$ cat src/rtl/seg7_scan_driver.sv
// Time-multiplexed 8-digit active-low seven-segment driver with frame-synchronous double buffering.
// Optional build macro SEG7_LEAD_ZERO_BLANK_EN: auto-blank leading zero digits at each display load.
module seg7_scan_driver #(
  parameter int SCAN_DIV = 100000,
  parameter int GAP_CYC  = 2000
) (
  input  logic        GlobalClock,
  input  logic        RST,
  input  logic [31:0] DataIn,
  input  logic        DataValid,
  input  logic [7:0]  Blank,
  input  logic [7:0]  DpMask,
  output logic [7:0]  SEG,
  output logic [7:0]  NA,
  output logic        Frame
);

  localparam int CNT_W = (SCAN_DIV > 2) ? $clog2(SCAN_DIV) : 1;
  localparam logic [CNT_W-1:0] CNT_MAX = CNT_W'(SCAN_DIV - 1);
  localparam logic [CNT_W-1:0] GAP_VAL = CNT_W'(GAP_CYC);

`ifdef SEG7_LEAD_ZERO_BLANK_EN
  localparam bit LZB_EN = 1'b1;
`else
  localparam bit LZB_EN = 1'b0;
`endif

  typedef enum logic {
    ST_GAP  = 1'b0,
    ST_SHOW = 1'b1
  } state_t;

  localparam state_t RST_STATE = (GAP_CYC == 0) ? ST_SHOW : ST_GAP;

  state_t           state_q, state_d;
  logic [CNT_W-1:0] cnt_q, cnt_d;
  logic [2:0]       dig_q, dig_d;
  logic [31:0]      sh_data_q, sh_data_d;
  logic [7:0]       sh_blank_q, sh_blank_d;
  logic [7:0]       sh_dp_q, sh_dp_d;
  logic             pending_q, pending_d;
  logic [31:0]      dp_data_q, dp_data_d;
  logic [7:0]       dp_blank_q, dp_blank_d;
  logic [7:0]       dp_dp_q, dp_dp_d;
  logic [7:0]       seg_q, seg_d;
  logic [7:0]       na_q, na_d;
  logic             frame_q, frame_d;

  logic slot_end;
  logic boundary;

  function automatic logic [6:0] hex7(input logic [3:0] v);
    case (v)
      4'h0: hex7 = 7'h40;
      4'h1: hex7 = 7'h79;
      4'h2: hex7 = 7'h24;
      4'h3: hex7 = 7'h30;
      4'h4: hex7 = 7'h19;
      4'h5: hex7 = 7'h12;
      4'h6: hex7 = 7'h02;
      4'h7: hex7 = 7'h78;
      4'h8: hex7 = 7'h00;
      4'h9: hex7 = 7'h10;
      4'hA: hex7 = 7'h08;
      4'hB: hex7 = 7'h03;
      4'hC: hex7 = 7'h46;
      4'hD: hex7 = 7'h21;
      4'hE: hex7 = 7'h06;
      default: hex7 = 7'h0E;
    endcase
  endfunction

  // Bit i set when nibbles i..7 are all zero; digit 0 always stays visible.
  function automatic logic [7:0] lead_zero_mask(input logic [31:0] d);
    logic [7:0] m;
    logic       zero_above;
    m          = '0;
    zero_above = 1'b1;
    for (int i = 7; i >= 1; i--) begin
      zero_above = zero_above & (d[4*i +: 4] == 4'h0);
      m[i]       = zero_above;
    end
    return LZB_EN ? m : 8'h00;
  endfunction

  assign slot_end = (cnt_q == CNT_MAX);
  assign boundary = slot_end && (dig_q == 3'd7);

  always_comb begin
    // NOTE: every signal gets a default first so no path leaves it unassigned (no latches).
    cnt_d      = slot_end ? '0 : cnt_q + 1'b1;
    dig_d      = slot_end ? dig_q + 3'd1 : dig_q;
    state_d    = state_q;
    sh_data_d  = sh_data_q;
    sh_blank_d = sh_blank_q;
    sh_dp_d    = sh_dp_q;
    pending_d  = pending_q;
    dp_data_d  = dp_data_q;
    dp_blank_d = dp_blank_q;
    dp_dp_d    = dp_dp_q;
    seg_d      = 8'hFF;
    na_d       = 8'hFF;
    frame_d    = boundary;

    case (state_q)
      ST_GAP:  if (cnt_d >= GAP_VAL) state_d = ST_SHOW;
      ST_SHOW: if (cnt_d < GAP_VAL)  state_d = ST_GAP;
      default: state_d = RST_STATE;
    endcase

    if (state_q == ST_SHOW && !dp_blank_q[dig_q]) begin
      na_d  = ~(8'h01 << dig_q);
      seg_d = {~dp_dp_q[dig_q], hex7(dp_data_q[{dig_q, 2'b00} +: 4])};
    end

    // A strobe on the boundary bypasses the shadow so it is never lost or a frame late.
    if (boundary) begin
      if (DataValid) begin
        dp_data_d  = DataIn;
        dp_blank_d = Blank | lead_zero_mask(DataIn);
        dp_dp_d    = DpMask;
      end else if (pending_q) begin
        dp_data_d  = sh_data_q;
        dp_blank_d = sh_blank_q | lead_zero_mask(sh_data_q);
        dp_dp_d    = sh_dp_q;
      end
      pending_d = 1'b0;
    end else if (DataValid) begin
      sh_data_d  = DataIn;
      sh_blank_d = Blank;
      sh_dp_d    = DpMask;
      pending_d  = 1'b1;
    end
  end

  // NOTE: non-blocking assignments only, so all registers update together on the edge.
  always_ff @(posedge GlobalClock or posedge RST) begin
    if (RST) begin
      state_q    <= RST_STATE;
      cnt_q      <= '0;
      dig_q      <= '0;
      sh_data_q  <= '0;
      sh_blank_q <= '0;
      sh_dp_q    <= '0;
      pending_q  <= 1'b0;
      dp_data_q  <= '0;
      dp_blank_q <= '0;
      dp_dp_q    <= '0;
      seg_q      <= 8'hFF;
      na_q       <= 8'hFF;
      frame_q    <= 1'b0;
    end else begin
      state_q    <= state_d;
      cnt_q      <= cnt_d;
      dig_q      <= dig_d;
      sh_data_q  <= sh_data_d;
      sh_blank_q <= sh_blank_d;
      sh_dp_q    <= sh_dp_d;
      pending_q  <= pending_d;
      dp_data_q  <= dp_data_d;
      dp_blank_q <= dp_blank_d;
      dp_dp_q    <= dp_dp_d;
      seg_q      <= seg_d;
      na_q       <= na_d;
      frame_q    <= frame_d;
    end
  end

  assign SEG   = seg_q;
  assign NA    = na_q;
  assign Frame = frame_q;

endmodule

$ cat config.mk
export PLATFORM = sky130hd
export DESIGN_NAME = seg7_scan_driver
export DESIGN_NICKNAME = d
export VERILOG_FILES = /design/src/rtl/seg7_scan_driver.sv
export SDC_FILE = /design/constraint.sdc
export NUM_CORES = 1
export LEC_CHECK = 0
export CORE_ASPECT_RATIO = 0.5
export CORE_MARGIN = 4
export CORE_UTILIZATION = 45
export DETAILED_ROUTE_END_ITERATION = 16
export PLACE_DENSITY = 0.7
export REMOVE_ABC_BUFFERS = 1
export SLEW_MARGIN = 20
export SYNTH_ARGS = -nofsm -noshare
export SYNTH_HDL_FRONTEND = slang
export SYNTH_SLANG_ARGS = --single-unit
$ cat constraint.sdc
create_clock -name GlobalClock -period 5.41 [get_ports GlobalClock]
set_input_delay 1.082 -clock GlobalClock [delete_from_list [all_inputs] [get_ports GlobalClock]]
set_output_delay 1.082 -clock GlobalClock [all_outputs]
set_load 0.05 [all_outputs]
**After elaboration in Yosys (flattened, before gate mapping)**

Memories as Yosys holds them, arrays and structs flattened.
Cells that the tools add are included.

- $lt $le $gt $ge: 3
- Reductions and logical operators: 7
- $add $sub $neg: 2
- Bitwise gates (word level): 4
- Muxes and demuxes: 18
- Shift-type cells: 2
- Eq/ne operators: 2

Operator list:

| cell | number |
|---|---|
| 32-bit two-way mux | 2 |
| 8-bit two-way mux | 6 |
| 32-bit by 6-bit variable part select with 4-bit output | 1 |
| 17-bit by 1-bit adder with 17-bit output (second input constant) | 1 |
| 17-bit == test (second input constant) | 1 |
| 17-bit by 11-bit >= comparator with 1-bit output (second input constant) | 1 |
| 17-bit by 11-bit less-than comparator with 1-bit output (second input constant) | 1 |
| 17-bit two-way mux | 1 |
| 8-bit NOT | 1 |
| 1-bit by 3-bit left shift with 8-bit output (first input constant) | 1 |
| 1-bit binary-select mux with 3-bit select | 2 |
| 1-bit two-way mux | 6 |
| 3-bit by 4-bit less-than comparator with 1-bit output (second input constant) | 1 |
| 2-bit AND reduction | 2 |
| 2-bit nonzero test | 2 |
| 3-bit by 1-bit adder with 3-bit output (second input constant) | 1 |
| 3-bit == test (second input constant) | 1 |
| 1-bit NOT | 3 |
| 1-bit logical AND | 2 |
| 1-bit case mux with 2 select lines | 1 |
| 1-bit zero test | 1 |

- Bits of input ports: 51
- Bits in read-only memories: 112
- Output and inout bits: 17
- Register bits after elaboration: 135
- Memories kept: 1
- Logic and storage cells: 52

Memories:

| name | words | width | rd ports | clocked after memory_dff | wr ports | RTL line | RTL |
|---|---|---|---|---|---|---|---|
| (name not given) | 16 | 7 | 1 | 0 | 0 | 53 | `case (v)` |

**Depth between registers and ports, before layout**

- Depth after elaboration: 5
- Depth in mapped cells: 10
- Mapped depth without buffers: 9

**Worst setup path before layout**

No wires, ideal clock.

- Path kind: input -> register
- From: input port DataValid
- To: register dp_blank_q[0]
- Path buffers: 3
- Data required time: 5.287 ns
- Arrival: 2.248 ns
- Cell stages on the path: 5
- Path slack: 3.039 ns
- Setup time: 0.123 ns
- Cell sequence: clkbuf_1 > buf_2 > clkbuf_1 > mux2i_1 > a21oi_1

- Longest elaborated chain between the ends: 2
- Elaborated cells on any way between the ends: 3
- Classes of those cells: 1 x mux; 2 x reduce/logical

Ends and longest elaborated chain:

| item | RTL line | RTL |
|---|---|---|
| start: declaration | 10 | `input logic DataValid,` |
| 2-bit nonzero test (no line) | n/a |  |
| 2-bit AND reduction (no line) | n/a |  |
| end signal: assignment | 161 | `dp_blank_q <= dp_blank_d;` |
| end: declaration | 43 | `logic [7:0] dp_blank_q, dp_blank_d;` |

Parallel ways exist; a longest one is shown, timed or not.
A chain may end at the register's enable or synchronous reset.

**Worst setup path after layout**

- From: register na_q[3] (netlist: NA[3])
- To: output port NA[3]

RTL lines:

| item | RTL line | RTL |
|---|---|---|
| start: declaration | 46 | `logic [7:0] na_q, na_d;` |
| start signal: assignment | 164 | `na_q <= na_d;` |
| end: declaration | 14 | `output logic [7:0] NA,` |

No word-level cell between the ends.

==> impl_metrics.ini <==
[clock_tree]
cts_sinks = 135
cts_resized = 0
cts_buffer_depth = 2
numCtsBuffers = 17
clk_pin_slew_ns = 0.06
clkLatencyLatePin_ns = 0.42
htreeDepth = 4
hold_buffers = 0
cts_tree = yes
postCtsSetupRepairBufs = 0
root_buffer = clkbuf_16

[global_routing]
grt_pass1_vias = 4349
grt_start_max_net_pins = 97
grt-ovfl-total = 0
antenna_found_initial = 0
grt_pass1_wl_um = 21500
track_usage = 0.166

[logic_synthesis]
syn_avg_cell_area_sq_um = 12.1
synth_ff_type = dfrtp_1
synth_top_cell_by_area = dfrtp_1
synthCells = 524
synth_edf_count = 0
synth_top_area_share = 0.469
synth-seq-cells = 135
async_reset_ff_frac = 1.00
ys_types = 54
ys_seq_area_frac = 0.535
syn-cell-area_sq_mm = 0.00635
yosysWarnings = 0
synth.area.top_cells = dfrtp_1, mux2_2, mux2i_1

[power]
ir_drop_mv = 0.178
p_per_area_mw_per_mm2 = 310
p_leak_uw = 0.00339

[run_status]
status = finished, final reports clean

[cells_and_area]
layout.nets = 651
stdcell_area_sq_mm = 0.00776
post-route-util = 0.568
drive_gt1_frac = 0.212
syn_to_final_growth_pct = 22.2
diodes = 0
fillers = 1142

[drt]
firstDrtPassIters = 4
drc_errors = 0
avgViaCountPerCell = 5.20
drtIter0Drc = 351
ant_nets = 0
routed_wirelength_um = 12500
wl_per_cell_um = 15.8
via_count = 4118

[floorplanning]
die_area_sq_mm = 0.0162
core_area_sq_mm = 0.0137
start_util = 0.465
die_height_um = 92.0
die_x_um = 176
ios = 68
rows = 30

[timing]
final.setup.tns_ns = 0
setup_viol = 0
fin_skew_ns = 0.0148
fin_crit_sh = 0.523
rsz0062_at_grt = no
post-route-min-period_ns = 2.83
worst_pin_slew_ns = 0.945
finalHoldViolCount = 0
slew-limit-headroom = 0.370
drv_slew = 0
max_freq_mhz = 354

[setup_path]
cp_max_fo = 1
crit_buf_inv = 1
crit_family = buffers and inverters
path_cells = clkdlybuf4s50_1
crit_arrival_ns = 1.75
max_stage_delay_ns = 0.80
worstSetupEndpointType = primary output
cp_data_required_time_ns = 4.33
worst_setup_path_start_kind = flop
cpMaxStageDelayCell = clkdlybuf4s50_1
criticalPathCategory = flop to primary output

[run]
maxCapViolations = 0

[hold_path]
hp-class = flop to flop

[placed_design]
dpl.hpwl_um = 8100
portBuffers = 67
dpl_cell_area_sq_mm = 0.00714
place.gp.congestion = 0.869
==> Yosys cell counts, types with 2 or more instances <==
cell,number
xnor2_1,6
ha_1,13
nand4_1,2
nor2_1,64
mux2_4,2
a21oi_1,55
nor4_1,3
mux4_2,12
o31ai_1,2
and2_1,3
buf_2,12
dfrtp_1,119
xor2_1,7
buf_6,3
or3_1,2
inv_1,8
nor3_1,4
o21ai_0,7
nand2_1,28
buf_4,5
o211a_1,2
o221ai_1,3
clkbuf_1,6
o211ai_1,3
mux2_2,48
nand2b_1,3
mux2i_1,51
nand3_1,7
dfstp_2,16
or4_1,3
a21boi_0,2
==> sequential cells by signal, indices dropped and copies added, names as in the netlist <==
register,count
Frame,1
NA,8
SEG,8
cnt_q,17
dig_q,3
dp_blank_q,8
dp_data_q,32
dp_dp_q,8
pending_q,1
sh_blank_q,8
sh_data_q,32
sh_dp_q,8
state_q,1
==> per-layer routing <==
metal / global-route usage / wire length [um] / vias up
li1: - / - / 1997
met1: 0.227 / 5680 / 2045
met2: 0.265 / 6150 / 69
met3: 0.0387 / 596 / 7
met4: 0.0525 / 72 / 0
met5: 0 / 0 / -
==> final timing paths <==
check,startpoint,end,slack [ns],depth (start not counted)
min reg2reg,sh_dp_q[2]$_DFFE_PP0P_,sh_dp_q[2]$_DFFE_PP0P_,0.50,1
min in group asynchronous,RST,sh_blank_q[1]$_DFFE_PP0P_,1.25,2
max reg2reg,dig_q[1]$_DFFE_PP0N_,SEG[3]$_DFF_PP1_,2.63,5
max,NA[3]$_DFF_PP1_,NA[3],2.58,1
min,sh_dp_q[2]$_DFFE_PP0P_,sh_dp_q[2]$_DFFE_PP0P_,0.50,1
max in group asynchronous,RST,SEG[1]$_DFF_PP1_,3.30,3
==> area by class of cell <==
type	instances	area, sq um	area share
multi-input combinational	354	2770	0.356
timing repair buffer	71	708	0.0913
clock inverter	14	174	0.0224
tap	192	240	0.0310
inverter	8	32.5	0.00419
clock buffer	18	439	0.0566
sequential	135	3400	0.438
==> stage by stage <==
stage | power, uW | setup WS [ns] | hold WS (ns) | instances
floorplan | 1160 | 0.743 | 0.467 | 497
global placement | 1230 | 2.69 | 0.488 | 760
detailed placement | 1240 | 2.65 | 0.494 | 760
CTS | 2430 | 2.56 | 0.507 | 792
global route | 2490 | 2.43 | 0.515 | 792
finish | 2400 | 2.58 | 0.503 | 792
==> cells by family (layout without fill, tap and decap cells) <==
logic type | count (synthesis) | in the layout | synth area share
AO/OA/AOI/OAI | 80 | 80 | 0.0723
XOR/XNOR | 13 | 13 | 0.0179
adder cells (fa/ha/maj) | 13 | 13 | 0.0256
buffers and inverters | 35 | 111 | 0.0298
flip-flops | 135 | 135 | 0.535
multiplexers | 114 | 114 | 0.216
AND/OR/NAND/NOR | 134 | 134 | 0.103
==> placed cells by master (no fill, tap or decap), types with 12 or more instances in the layout <==
cell type,Yosys,routed
clkdlybuf4s50_1,0,66
mux4_2,12,12
ha_1,13,13
dfrtp_1,119,119
mux2_2,48,48
clkbuf_16,0,17
dfstp_2,16,16
nor2_1,64,64
nand2_1,28,28
mux2i_1,51,51
a21oi_1,55,55
==> power breakdown <==
part	internal, uW	total, uW	switching (uW)
clock network	741	1190	445
registers	1050	1060	17.0
logic	86.7	152	65.4
(Power assumes the default switching activity.)
